### src/rtl/ser_arb_pkg.sv
// Shared types and constants for the two-requester serial stream arbiter.
// Latency: n/a (types only). Backpressure: n/a.
package ser_arb_pkg;

    typedef enum logic [1:0] {
        IDLE  = 2'd0,
        GRANT = 2'd1,
        SHIFT = 2'd2,
        DONE  = 2'd3
    } ser_state_t;

    localparam int REQ0          = 0;
    localparam int REQ1          = 1;
    localparam int SER_W_DEFAULT = 8;

endpackage

### src/rtl/ser_shift_unit.sv
// Word shifter, bit counter and response capture; SER_PARITY_EN appends an odd-parity slot.
// Latency: one bit per shift cycle. Backpressure: none, the FSM paces load/shift.
module ser_shift_unit
    import ser_arb_pkg::*;
#(
    parameter int W  = SER_W_DEFAULT,
    parameter int CW = $clog2(W + 1)
) (
    input  logic         clk,
    input  logic         rst_n,
    input  logic         i_load,
    input  logic [W-1:0] i_data,
    input  logic         i_shift,
    input  logic         i_y,
    output logic         o_bit,
    output logic         o_last,
    output logic [W-1:0] o_rsp,
    output logic         o_rsp_par
);

`ifdef SER_PARITY_EN
    localparam logic [CW-1:0] LAST_C = CW'(W);
`else
    localparam logic [CW-1:0] LAST_C = CW'(W - 1);
`endif

    logic [W-1:0]  r_sr;
    logic [W-1:0]  r_acc;
    logic [W-1:0]  r_rsp;
    logic [CW-1:0] r_cnt;
    logic          w_last;

    assign w_last = (r_cnt == LAST_C);
    assign o_last = w_last;
    assign o_rsp  = r_rsp;

    always_ff @(posedge clk or negedge rst_n) begin
        if (!rst_n) begin
            r_sr  <= '0;
            r_acc <= '0;
            r_rsp <= '0;
            r_cnt <= '0;
        end else if (i_load) begin
            r_sr  <= i_data;
            r_cnt <= '0;
        end else if (i_shift) begin
            r_sr <= r_sr >> 1;
            if (!w_last)
                r_cnt <= r_cnt + 1'b1;
`ifdef SER_PARITY_EN
            // The parity slot must not disturb the already-complete data word.
            if (!w_last)
                r_acc <= {i_y, r_acc[W-1:1]};
            else
                r_rsp <= r_acc;
`else
            r_acc <= {i_y, r_acc[W-1:1]};
            if (w_last)
                r_rsp <= {i_y, r_acc[W-1:1]};
`endif
        end
    end

`ifdef SER_PARITY_EN
    logic r_par;
    logic r_rsp_par;

    always_ff @(posedge clk or negedge rst_n) begin
        if (!rst_n) begin
            r_par     <= 1'b0;
            r_rsp_par <= 1'b0;
        end else if (i_load) begin
            r_par <= ~^i_data;
        end else if (i_shift && w_last) begin
            r_rsp_par <= i_y;
        end
    end

    assign o_bit     = w_last ? r_par : r_sr[0];
    assign o_rsp_par = r_rsp_par;
`else
    assign o_bit     = r_sr[0];
    assign o_rsp_par = 1'b0;
`endif

endmodule

### src/rtl/serial_stream_arbiter.sv
// Round-robin share of one serial X/Y machine between two requesters (SER_PARITY_EN adds parity bit).
// Latency: grant t+1, first bit t+2, done t+W+2 (t+W+3 with parity). Backpressure: req held until done.
module serial_stream_arbiter
    import ser_arb_pkg::*;
#(
    parameter int W  = SER_W_DEFAULT,
    parameter int CW = $clog2(W + 1)
) (
    input  logic         clk,
    input  logic         rst_n,
    input  logic         req0,
    input  logic [W-1:0] data0,
    input  logic         req1,
    input  logic [W-1:0] data1,
    output logic [1:0]   gnt,
    output logic         done0,
    output logic         done1,
    output logic [W-1:0] rsp,
    output logic         rsp_par,
    output logic         busy,
    output logic         x_out,
    output logic         x_valid,
    input  logic         y_in
);

    ser_state_t   r_state;
    ser_state_t   w_state_nxt;
    logic [1:0]   r_gnt;
    logic         r_rr;
    logic         w_any;
    logic         w_win;
    logic [W-1:0] w_data;
    logic         w_load;
    logic         w_shift;
    logic         w_last;
    logic         w_bit;

    // r_rr holds the last winner; on a tie the other requester goes next.
    assign w_any  = req0 | req1;
    assign w_win  = (req0 & req1) ? ~r_rr : req1;
    assign w_data = w_win ? data1 : data0;

    always_comb begin
        w_state_nxt = r_state;
        w_load      = 1'b0;
        w_shift     = 1'b0;
        case (r_state)
            IDLE: begin
                if (w_any) begin
                    w_load      = 1'b1;
                    w_state_nxt = GRANT;
                end
            end
            GRANT: w_state_nxt = SHIFT;
            SHIFT: begin
                w_shift = 1'b1;
                if (w_last)
                    w_state_nxt = DONE;
            end
            DONE:    w_state_nxt = IDLE;
            default: w_state_nxt = IDLE;
        endcase
    end

    always_ff @(posedge clk or negedge rst_n) begin
        if (!rst_n)
            r_state <= IDLE;
        else
            r_state <= w_state_nxt;
    end

    always_ff @(posedge clk or negedge rst_n) begin
        if (!rst_n) begin
            r_gnt <= 2'b00;
            r_rr  <= 1'b1;
        end else if (w_load) begin
            r_gnt <= w_win ? 2'b10 : 2'b01;
        end else if (r_state == DONE) begin
            r_rr  <= r_gnt[REQ1];
            r_gnt <= 2'b00;
        end
    end

    ser_shift_unit #(
        .W  (W),
        .CW (CW)
    ) u_shift (
        .clk       (clk),
        .rst_n     (rst_n),
        .i_load    (w_load),
        .i_data    (w_data),
        .i_shift   (w_shift),
        .i_y       (y_in),
        .o_bit     (w_bit),
        .o_last    (w_last),
        .o_rsp     (rsp),
        .o_rsp_par (rsp_par)
    );

    assign gnt     = r_gnt;
    assign done0   = (r_state == DONE) & r_gnt[REQ0];
    assign done1   = (r_state == DONE) & r_gnt[REQ1];
    assign busy    = (r_state != IDLE);
    assign x_valid = (r_state == SHIFT);
    assign x_out   = x_valid & w_bit;

endmodule

### config.mk
export PLATFORM = sky130hd
export DESIGN_NAME = serial_stream_arbiter
export DESIGN_NICKNAME = d
export VERILOG_FILES = /design/src/rtl/ser_arb_pkg.sv /design/src/rtl/ser_shift_unit.sv /design/src/rtl/serial_stream_arbiter.sv
export SDC_FILE = /design/constraint.sdc
export NUM_CORES = 1
export LEC_CHECK = 0
export CORE_MARGIN = 4
export CORE_UTILIZATION = 52
export CTS_CLUSTER_DIAMETER = 100
export DETAILED_ROUTE_END_ITERATION = 12
export HOLD_SLACK_MARGIN = 0.15
export PLACE_DENSITY = 0.87
export SLEW_MARGIN = 20
export SYNTH_ARGS = -nofsm -noshare
export SYNTH_HDL_FRONTEND = slang
export SYNTH_SLANG_ARGS = --single-unit
### constraint.sdc
create_clock -name clk -period 3.23 [get_ports clk]
set_clock_uncertainty 0.05 [all_clocks]
set_input_delay 0.4845 -clock clk [delete_from_list [all_inputs] [get_ports clk]]
set_output_delay 0.4845 -clock clk [all_outputs]
set_load 0.03 [all_outputs]
* Yosys cells after proc, flatten, opt, wreduce, memory -nomap -nowiden *
Index checks and enable logic that the tools add are counted.

cells by class
  add/sub/neg operators = 1
  multipliers = 0
  div/mod/pow operators = 0
  magnitude comparators = 0
  equality and inequality tests = 7
  shift-type cells = 0
  multiplexer cells = 16
  bitwise operators = 7
  reductions and logical operators = 9

operator list
  cell                                                                   count
  8-bit 2-to-1 mux                                                       3
  4-bit 2-to-1 mux                                                       3
  2-bit 2-to-1 mux                                                       5
  2-bit one-hot mux with 4 select lines                                  1
  2-bit AND reduction                                                    4
  2-bit nonzero test                                                     3
  4-bit by 1-bit adder with 4-bit output, second input constant          1
  1-bit AND                                                              4
  2-bit equality test, second input constant                             2
  4-bit by 3-bit equality test with 1-bit output, second input constant  1
  1-bit 2-to-1 mux                                                       4
  2-bit by 1-bit != test with 1-bit output, second input constant        2
  3-bit AND reduction                                                    1
  2-bit by 1-bit equality test with 1-bit output, second input constant  1
  2-bit zero test                                                        1
  2-bit != test, second input constant                                   1
  1-bit NOT                                                              2
  1-bit OR                                                               1

storage, ports and cells
  flip-flop bits (word level) = 33
  latch bits = 0
  memory bits (writable) = 0
  memory bits (read-only) = 0
  bits of input ports = 21
  output and inout bits = 16
  logic and storage cells = 47
  memories = 0

* Depth between registers and ports, before layout *
Gate-level depths: netlist of run 1.

  depth in word-level cells = 5
  gate-level depth with buffers = 6
  depth with buffers taken out = 5

* Hierarchy *
From an unflattened synthesis of run 1, not the netlist that was laid out.

unflattened totals
  cells, all modules = 128
  area, all modules = 1601.5 um^2

by module, submodules not included
  module                 times used  cells an instance  area an instance (um^2)  sequential area each (um^2)
  ser_shift_unit         1           91                 1187.4                   675.6
  serial_stream_arbiter  1           37                 414.1                    126.4

* Worst setup path before layout of run 1 *
No wires, ideal clock.

  path type = register to output
  start = reg r_state[0]
  end = out x_out
  arrival = 1663 ps
  required time = 2695 ps
  setup slack = 1032 ps
  cell stages (with the launch flop) = 6
  path buffers = 2
  path through = dfrtp_1 > inv_1 > ha_1 > buf_2 > buf_2 > and2_1

on the way
  longest elaborated chain between the ends = 2

RTL lines
  what                    RTL line                      RTL
  start, declared         serial_stream_arbiter.sv:26   ser_state_t r_state;
  start signal, assigned  serial_stream_arbiter.sv:69   r_state <= w_state_nxt;
  2-bit equality test     serial_stream_arbiter.sv:104  assign x_valid = (r_state == SHIFT);
  named net x_valid       serial_stream_arbiter.sv:22   output logic x_valid,
  1-bit AND               serial_stream_arbiter.sv:105  assign x_out = x_valid & w_bit;
  end, declared           serial_stream_arbiter.sv:21   output logic x_out,

The timed path passes the listed nets, and every way through them passes these cells.

* Final worst setup path of run 1 *
  start = reg r_state[0]
  end = out x_out

on the way
  longest elaborated chain between the ends = 2

RTL lines
  what                 RTL line
  2-bit equality test  serial_stream_arbiter.sv:104
  1-bit AND            serial_stream_arbiter.sv:105

Every way passes these cells.

==> impl_metrics.env, run 1 <==
export IMPL_status="complete, no violations"
export IMPL_clkSlewWorstSetupHoldPaths_ns=0.09
export IMPL_setup_viol=0
export IMPL_remaining_drc_errors=0
export IMPL_post_dp_cell_area_sq_um=1890
export IMPL_design_die_area_sq_um=3870
export IMPL_routedWlPerCell_microns=16.6
export IMPL_final_slew_viol_count=0
export IMPL_grt_total_usage_pct=19.5
export IMPL_startpoint_type="register"
export IMPL_drt_first_iter_violations=87
export IMPL_first_global_vias=1318
export IMPL_post_synthesis_instance_area_sq_um=1530
export IMPL_total_switching_power_w=0.000707
export IMPL_p_leak_nw=0.830
export IMPL_wl_microns=3430
export IMPL_sequential_cell_area_sq_um=802
export IMPL_die_h_microns=62.2
export IMPL_cts_inserted_buffers=5
export IMPL_gp_congestion=0.836
export IMPL_synth_seq_area_share_pct=52.5
export IMPL_cp_data_arrival_time_ns=2.25
export IMPL_drt_pre_antenna_iters=4
export IMPL_cts_sinks=32
export IMPL_timing_worst_slew_pin_value_ns=0.532
export IMPL_cts_path_max_buffers=2
export IMPL_comb_power_share_pct=48.0
export IMPL_cts_hold_buffers_added=0
export IMPL_r2r_setup_slack_ns=1.03
export IMPL_rows=19
export IMPL_netlist_cell_type_count=30
export IMPL_finalSetupTns_ns=0
export IMPL_via_per_inst=5.87
export IMPL_r2r_cells=5
export IMPL_syn_to_final_growth_pct=28.0
export IMPL_worstReg2RegStart="r_state[0]"
export IMPL_synth_fp_nets=165
export IMPL_reg2reg_to="u_shift.r_cnt[3]"
export IMPL_fp_dieW_microns=62.2
export IMPL_numPlacedInstances=198
export IMPL_power_share_sequential_pct=38.7
export IMPL_antenna_cells=0
export IMPL_worstSetupPathType="reg -> out"
export IMPL_worst_slew_margin_rel_pct=64.5
export IMPL_post_route_cells_drive_above_1_share_pct=15.4
export IMPL_number_of_levels_in_the_clock_h_tree=2
export IMPL_cts_repair_timing_setup_buffer_count=0
export IMPL_initial_core_util_pct=54.9
export IMPL_fin_area_sq_um=1950
export IMPL_cts_root_buffer="clkbuf_4"
export IMPL_cp_max_fo=15
export IMPL_cap_violations=0
export IMPL_n_fill_cell=205
export IMPL_dr_total_vias=1210
export IMPL_part_of_the_power_in_the_clock_network_pct=13.4
export IMPL_timing_hold_worst_class="reg -> reg"
export IMPL_footprint_of_the_multi_input_gates_sq_um=666
export IMPL_peakVddDrop_mv=0.625
export IMPL_tritoncts="done"
export IMPL_grt_max_degree=33
export IMPL_globalRouteOverflowTotal=0
export IMPL_core_region_area_sq_um=2780
export IMPL_postRouteAntennaNets=0
export IMPL_worst_hold_path_num_cells=1
export IMPL_holdCritStartpoint="u_shift.o_rsp[0]"
export IMPL_worstSetupEndpointType="output port"
export IMPL_hold_violations=0
export IMPL_layoutNonFillerInstCount=206
export IMPL_grt_antenna_before_repair=0
export IMPL_pin_count=37
export IMPL_post_cts_resized_instances=0
export IMPL_critical_path_required_ns=2.70
export IMPL_dp_hpwl_microns=2470
export IMPL_post_synth_inst_count=138
export IMPL_period_needed_ns=2.78
export IMPL_power_per_cell_area_nw_per_um2=910
export IMPL_internal_w=0.00107
export IMPL_worst_hold_path_endpoint="u_shift.o_rsp[0]"
export IMPL_avgSynthCellArea_sq_um=11.1
export IMPL_worst_skew_pair_late_latency_ns=0.33
export IMPL_hold_ws_ns=0.462
export IMPL_period_utilization_post_route_pct=86.1
export IMPL_highest_clock_rate_mhz=360
export IMPL_yosys_register_bits=32
export IMPL_final_layout_net_count=201
export IMPL_grt_setup_unrepaired="false"
export IMPL_grt_first_pass_wirelength_microns=6200
export IMPL_numPortBuffers=35
export IMPL_switching_fraction_pct=39.8
export IMPL_ys_warn_count=0
routing by layer:
| layer | vias to the layer above | GRT usage (%) | share of wire (%) |
|---|---|---|---|
| met4 | 0 | 5.42 | 0.41 |
| met3 | 2 | 6.85 | 6.2 |
| li1 | 576 | - | - |
| met2 | 45 | 32.5 | 51 |
| met1 | 587 | 23.9 | 42 |
| met5 | - | 0 | 0 |
power groups by stage:
stage	Sequential [W]	Clock [W]	Combinational, W
floorplan	0.000728	0	0.000542
global placement	0.000680	0	0.000827
detailed placement	0.000695	0	0.000856
CTS	0.000687	0.000246	0.000861
global route	0.000711	0.000269	0.000948
finish	0.000687	0.000238	0.000852
cells in the final DEF (no fill, tap or decap), types with 2 or more instances in the layout:
cell type        count
a21oi_1              7
a31oi_1              7
and2_1               4
buf_4                2
clkbuf_1             2
clkbuf_4             5
clkdlybuf4s50_1     35
dfrtp_1             31
ha_1                 6
inv_1                6
mux2_2              17
nand3_1             17
nor3_1               7
o21ai_0             11
area by class of cell:
type / count / area share [%]
inverter: 6 / 1.15
timing repair buffer: 37 / 18.7
clock buffer: 8 / 3.01
tap: 31 / 1.99
sequential: 32 / 41.1
multi-input combinational: 92 / 34.1
kinds of logic (layout without fill, tap and decap cells):
group / after synthesis / in the layout / synth area share (%)
adders and majority gates: 6 / 6 / 4.92
and+or+nand+nor: 35 / 35 / 12.6
other: 1 / 1 / 0.246
buffers and inverters: 14 / 51 / 3.85
muxes: 17 / 17 / 12.5
AOI/OAI and AO/OA: 33 / 33 / 13.3
DFF: 32 / 32 / 52.5
cell usage after synthesis:
cell type,count,share of area [%]
o21ai_0,11,3.6
mux2_2,17,13
and2_1,4,1.6
or3_1,1,0.41
a311oi_1,1,0.57
buf_4,1,0.49
nand3b_1,1,0.49
a31oi_1,7,2.9
o21a_1,1,0.49
a32oi_1,1,0.57
inv_1,6,1.5
ha_1,6,4.9
or4_1,1,0.49
dfrtp_1,31,51
clkbuf_1,5,1.2
nand2_1,1,0.25
nand2b_1,1,0.41
o32a_1,1,0.66
dfstp_2,1,1.7
a22oi_1,1,0.49
and3b_1,1,0.57
a21boi_2,1,0.74
nor3_1,7,2.3
nand3_1,17,5.6
o21ai_1,1,0.33
a41o_1,1,0.66
nor3b_1,1,0.49
a21oi_1,7,2.3
conb_1,1,0.25
buf_2,2,0.66
sequential cells by signal, indices dropped and copies added, names as in the netlist:
| signal | cells |
|---|---|
| u_shift.r_acc | 7 |
| r_state | 2 |
| u_shift.r_cnt | 4 |
| u_shift.r_sr | 8 |
| r_rr | 1 |
| u_shift.o_rsp | 8 |
| gnt | 2 |
critical path: stages, from the launching register on:
cell	delay, ns
dfrtp_1	0.43
inv_1	0.13
ha_1	0.51
and2_1	0.20
clkdlybuf4s50_1	0.66
metrics by stage:
| stage | setup slack (ns) | util (%) | total power (W) |
|---|---|---|---|
| final | 0.449 | 70.2 | 0.00178 |
| after global routing | 0.281 | 70.2 | 0.00193 |
| after CTS | 0.425 | 70.2 | 0.00179 |
| after detailed placement | 0.796 | 68.1 | 0.00155 |
| after global placement | 0.889 | 68.1 | 0.00151 |
| after floorplan | 1.03 | - | 0.00127 |
worst max path at each step:
stage / startpoint / to / slack (ns)
6_report: r_state[0] / x_out / 0.45
5_1_grt: r_state[0] / x_out / 0.28
4_1_cts: r_state[0] / x_out / 0.43
3_5_place_dp: r_state[0] / x_out / 0.80
3_3_place_gp: r_state[0] / x_out / 0.89
2_1_floorplan: r_state[0] / x_out / 1.03
(Power assumes the default switching activity.)
==> run 2, diff against run 1 <==
PLACE_DENSITY = not set   (was 0.87)
PLACE_DENSITY_LB_ADDON = 0.3   (was not set)
==> run 2 against run 1 <==
Sequential share of layout area fell by 0.37 points. Wire length decreased by 4.7%. Sequential power hardly changed. Fmax increased by 0.96%. Setup slack better by 0.026 ns. Clock power grew 25%. Hold slack is essentially flat. Highest routed layer unchanged. Clock-buffer cell count is 2 lower. Critical endpoint is now x_valid. Critical path type unchanged. Cell count did not move. Global-route usage fell by 0.99 points.
==> impl_metrics.env, run 2 (synthesis gave the netlist of run 1 again) <==
export IMPL_core_region_area_sq_um=2780
export IMPL_cts_path_max_buffers=2
export IMPL_first_global_vias=1245
export IMPL_pin_count=37
export IMPL_gp_congestion=0.802
export IMPL_via_per_inst=5.90
export IMPL_post_route_cells_drive_above_1_share_pct=16.0
export IMPL_routedWlPerCell_microns=15.9
export IMPL_status="complete, no violations"
export IMPL_cts_hold_buffers_added=0
export IMPL_grt_max_degree=33
export IMPL_r2r_setup_slack_ns=1.04
export IMPL_critical_path_required_ns=2.70
export IMPL_setup_viol=0
export IMPL_fp_dieW_microns=62.2
export IMPL_grt_first_pass_wirelength_microns=5790
export IMPL_grt_antenna_before_repair=0
export IMPL_post_cts_resized_instances=0
export IMPL_worstSetupEndpointType="output port"
export IMPL_cp_data_arrival_time_ns=2.22
export IMPL_cts_root_buffer="clkbuf_4"
export IMPL_cts_sinks=32
export IMPL_initial_core_util_pct=54.9
export IMPL_highest_clock_rate_mhz=363
export IMPL_numPortBuffers=35
export IMPL_hold_violations=0
export IMPL_cap_violations=0
export IMPL_worst_hold_path_endpoint="u_shift.o_rsp[1]"
export IMPL_worstSetupPathType="reg -> out"
export IMPL_dp_hpwl_microns=2310
export IMPL_r2r_cells=6
export IMPL_finalSetupTns_ns=0
export IMPL_crit_path_top_delay_cell="clkdlybuf4s50_1"
export IMPL_cp_max_fo=15
export IMPL_grt_setup_unrepaired="false"
export IMPL_cts_repair_timing_setup_buffer_count=0
export IMPL_mostFrequentLayoutCell="clkdlybuf4s50_1"
export IMPL_timing_worst_slew_pin_value_ns=0.518
export IMPL_hold_ws_ns=0.462
export IMPL_period_needed_ns=2.75
export IMPL_worstPathCellList="inv_1, ha_1, buf_4, clkdlybuf4s50_1"
export IMPL_period_utilization_post_route_pct=85.3
export IMPL_worst_path_largest_cell_delay_ns=0.70
export IMPL_layoutNonFillerInstCount=206
export IMPL_postRouteAntennaNets=0
export IMPL_wl_microns=3270
export IMPL_reg2reg_to="u_shift.r_cnt[3]"
export IMPL_p_leak_nw=0.839
export IMPL_worstReg2RegStart="r_state[0]"
export IMPL_remaining_drc_errors=0
export IMPL_grt_total_usage_pct=18.6
export IMPL_worst_hold_path_num_cells=1
export IMPL_clkSlewWorstSetupHoldPaths_ns=0.10
export IMPL_die_h_microns=62.2
export IMPL_rows=19
export IMPL_tritoncts="done"
export IMPL_final_layout_net_count=201
export IMPL_most_used_cells_in_the_layout_excluding_fill_and_tap_cells="clkdlybuf4s50_1, dfrtp_1, mux2_2, nand3_1, o21ai_0"
export IMPL_holdCritStartpoint="u_shift.o_rsp[1]"
export IMPL_globalRouteOverflowTotal=0
export IMPL_number_of_levels_in_the_clock_h_tree=2
export IMPL_syn_to_final_growth_pct=29.1
export IMPL_worst_slew_margin_rel_pct=65.2
export IMPL_antenna_cells=0
export IMPL_timing_hold_worst_class="reg -> reg"
export IMPL_dr_total_vias=1215
export IMPL_worst_skew_pair_late_latency_ns=0.34
export IMPL_drt_first_iter_violations=92
export IMPL_peakVddDrop_mv=0.644
export IMPL_power_per_cell_area_nw_per_um2=933
export IMPL_n_fill_cell=223
export IMPL_design_die_area_sq_um=3870
export IMPL_cts_inserted_buffers=5
export IMPL_numPlacedInstances=198
export IMPL_postLayoutCoreUtil_pct=70.9
export IMPL_drt_pre_antenna_iters=4
export IMPL_final_slew_viol_count=0
export IMPL_startpoint_type="register"
## run 2: cell count changes in the layout (fill, tap and decap cells not counted)
| cell | change |
|---|---|
| bufinv_16 | +1 |
| clkbuf_1 | -1 |
| clkbuf_8 | -1 |
| clkinv_2 | +1 |
## run 2: power breakdown
part           internal (W)  switching (W)
clock              0.000162       0.000136
combinational      0.000389       0.000465
sequential         0.000574       0.000111
## run 2: layout make-up
type                    count  area [sq um]  share of cell area, %
clock buffers               6          41.3                   2.10
clock inverters             2          35.0                   1.78
inverters                   6          22.5                   1.14
multi-input cells          92           666                   33.8
flip-flops and latches     32           802                   40.7
well taps                  31          38.8                   1.97
repair buffers             37           365                   18.5
## run 2: layer usage
metal | vias up | GRT usage [%] | wire [microns]
li1 | 576 | - | -
met1 | 600 | 21.2 | 1340
met2 | 32 | 30.7 | 1680
met3 | 7 | 7.39 | 195
met4 | 0 | 7.59 | 53
met5 | - | 0 | 0
## run 2: worst max-delay path: cells and delay by family (launching register included)
kind	cells	cell delay [ns]
adders and majority gates	1	0.36
buffers and inverters	3	1.11
DFF	1	0.42
## run 2: through the flow
step / worst slack [ns] / total power [W] / cell area, sq um
floorplan: 1.03 / 0.00127 / 1530
global placement: 0.916 / 0.00150 / 1890
finish: 0.475 / 0.00184 / 1970
detailed placement: 0.848 / 0.00154 / 1890
global route: 0.351 / 0.00197 / 1970
CTS: 0.477 / 0.00184 / 1970
## run 2: worst max-delay path by stage
stage                     cells past startpoint       start       to
final                                         4  r_state[0]  x_valid
after floorplan                               5  r_state[0]    x_out
after global placement                        4  r_state[0]  x_valid
after detailed placement                      4  r_state[0]  x_valid
after global routing                          4  r_state[0]  x_valid
after CTS                                     4  r_state[0]  x_valid
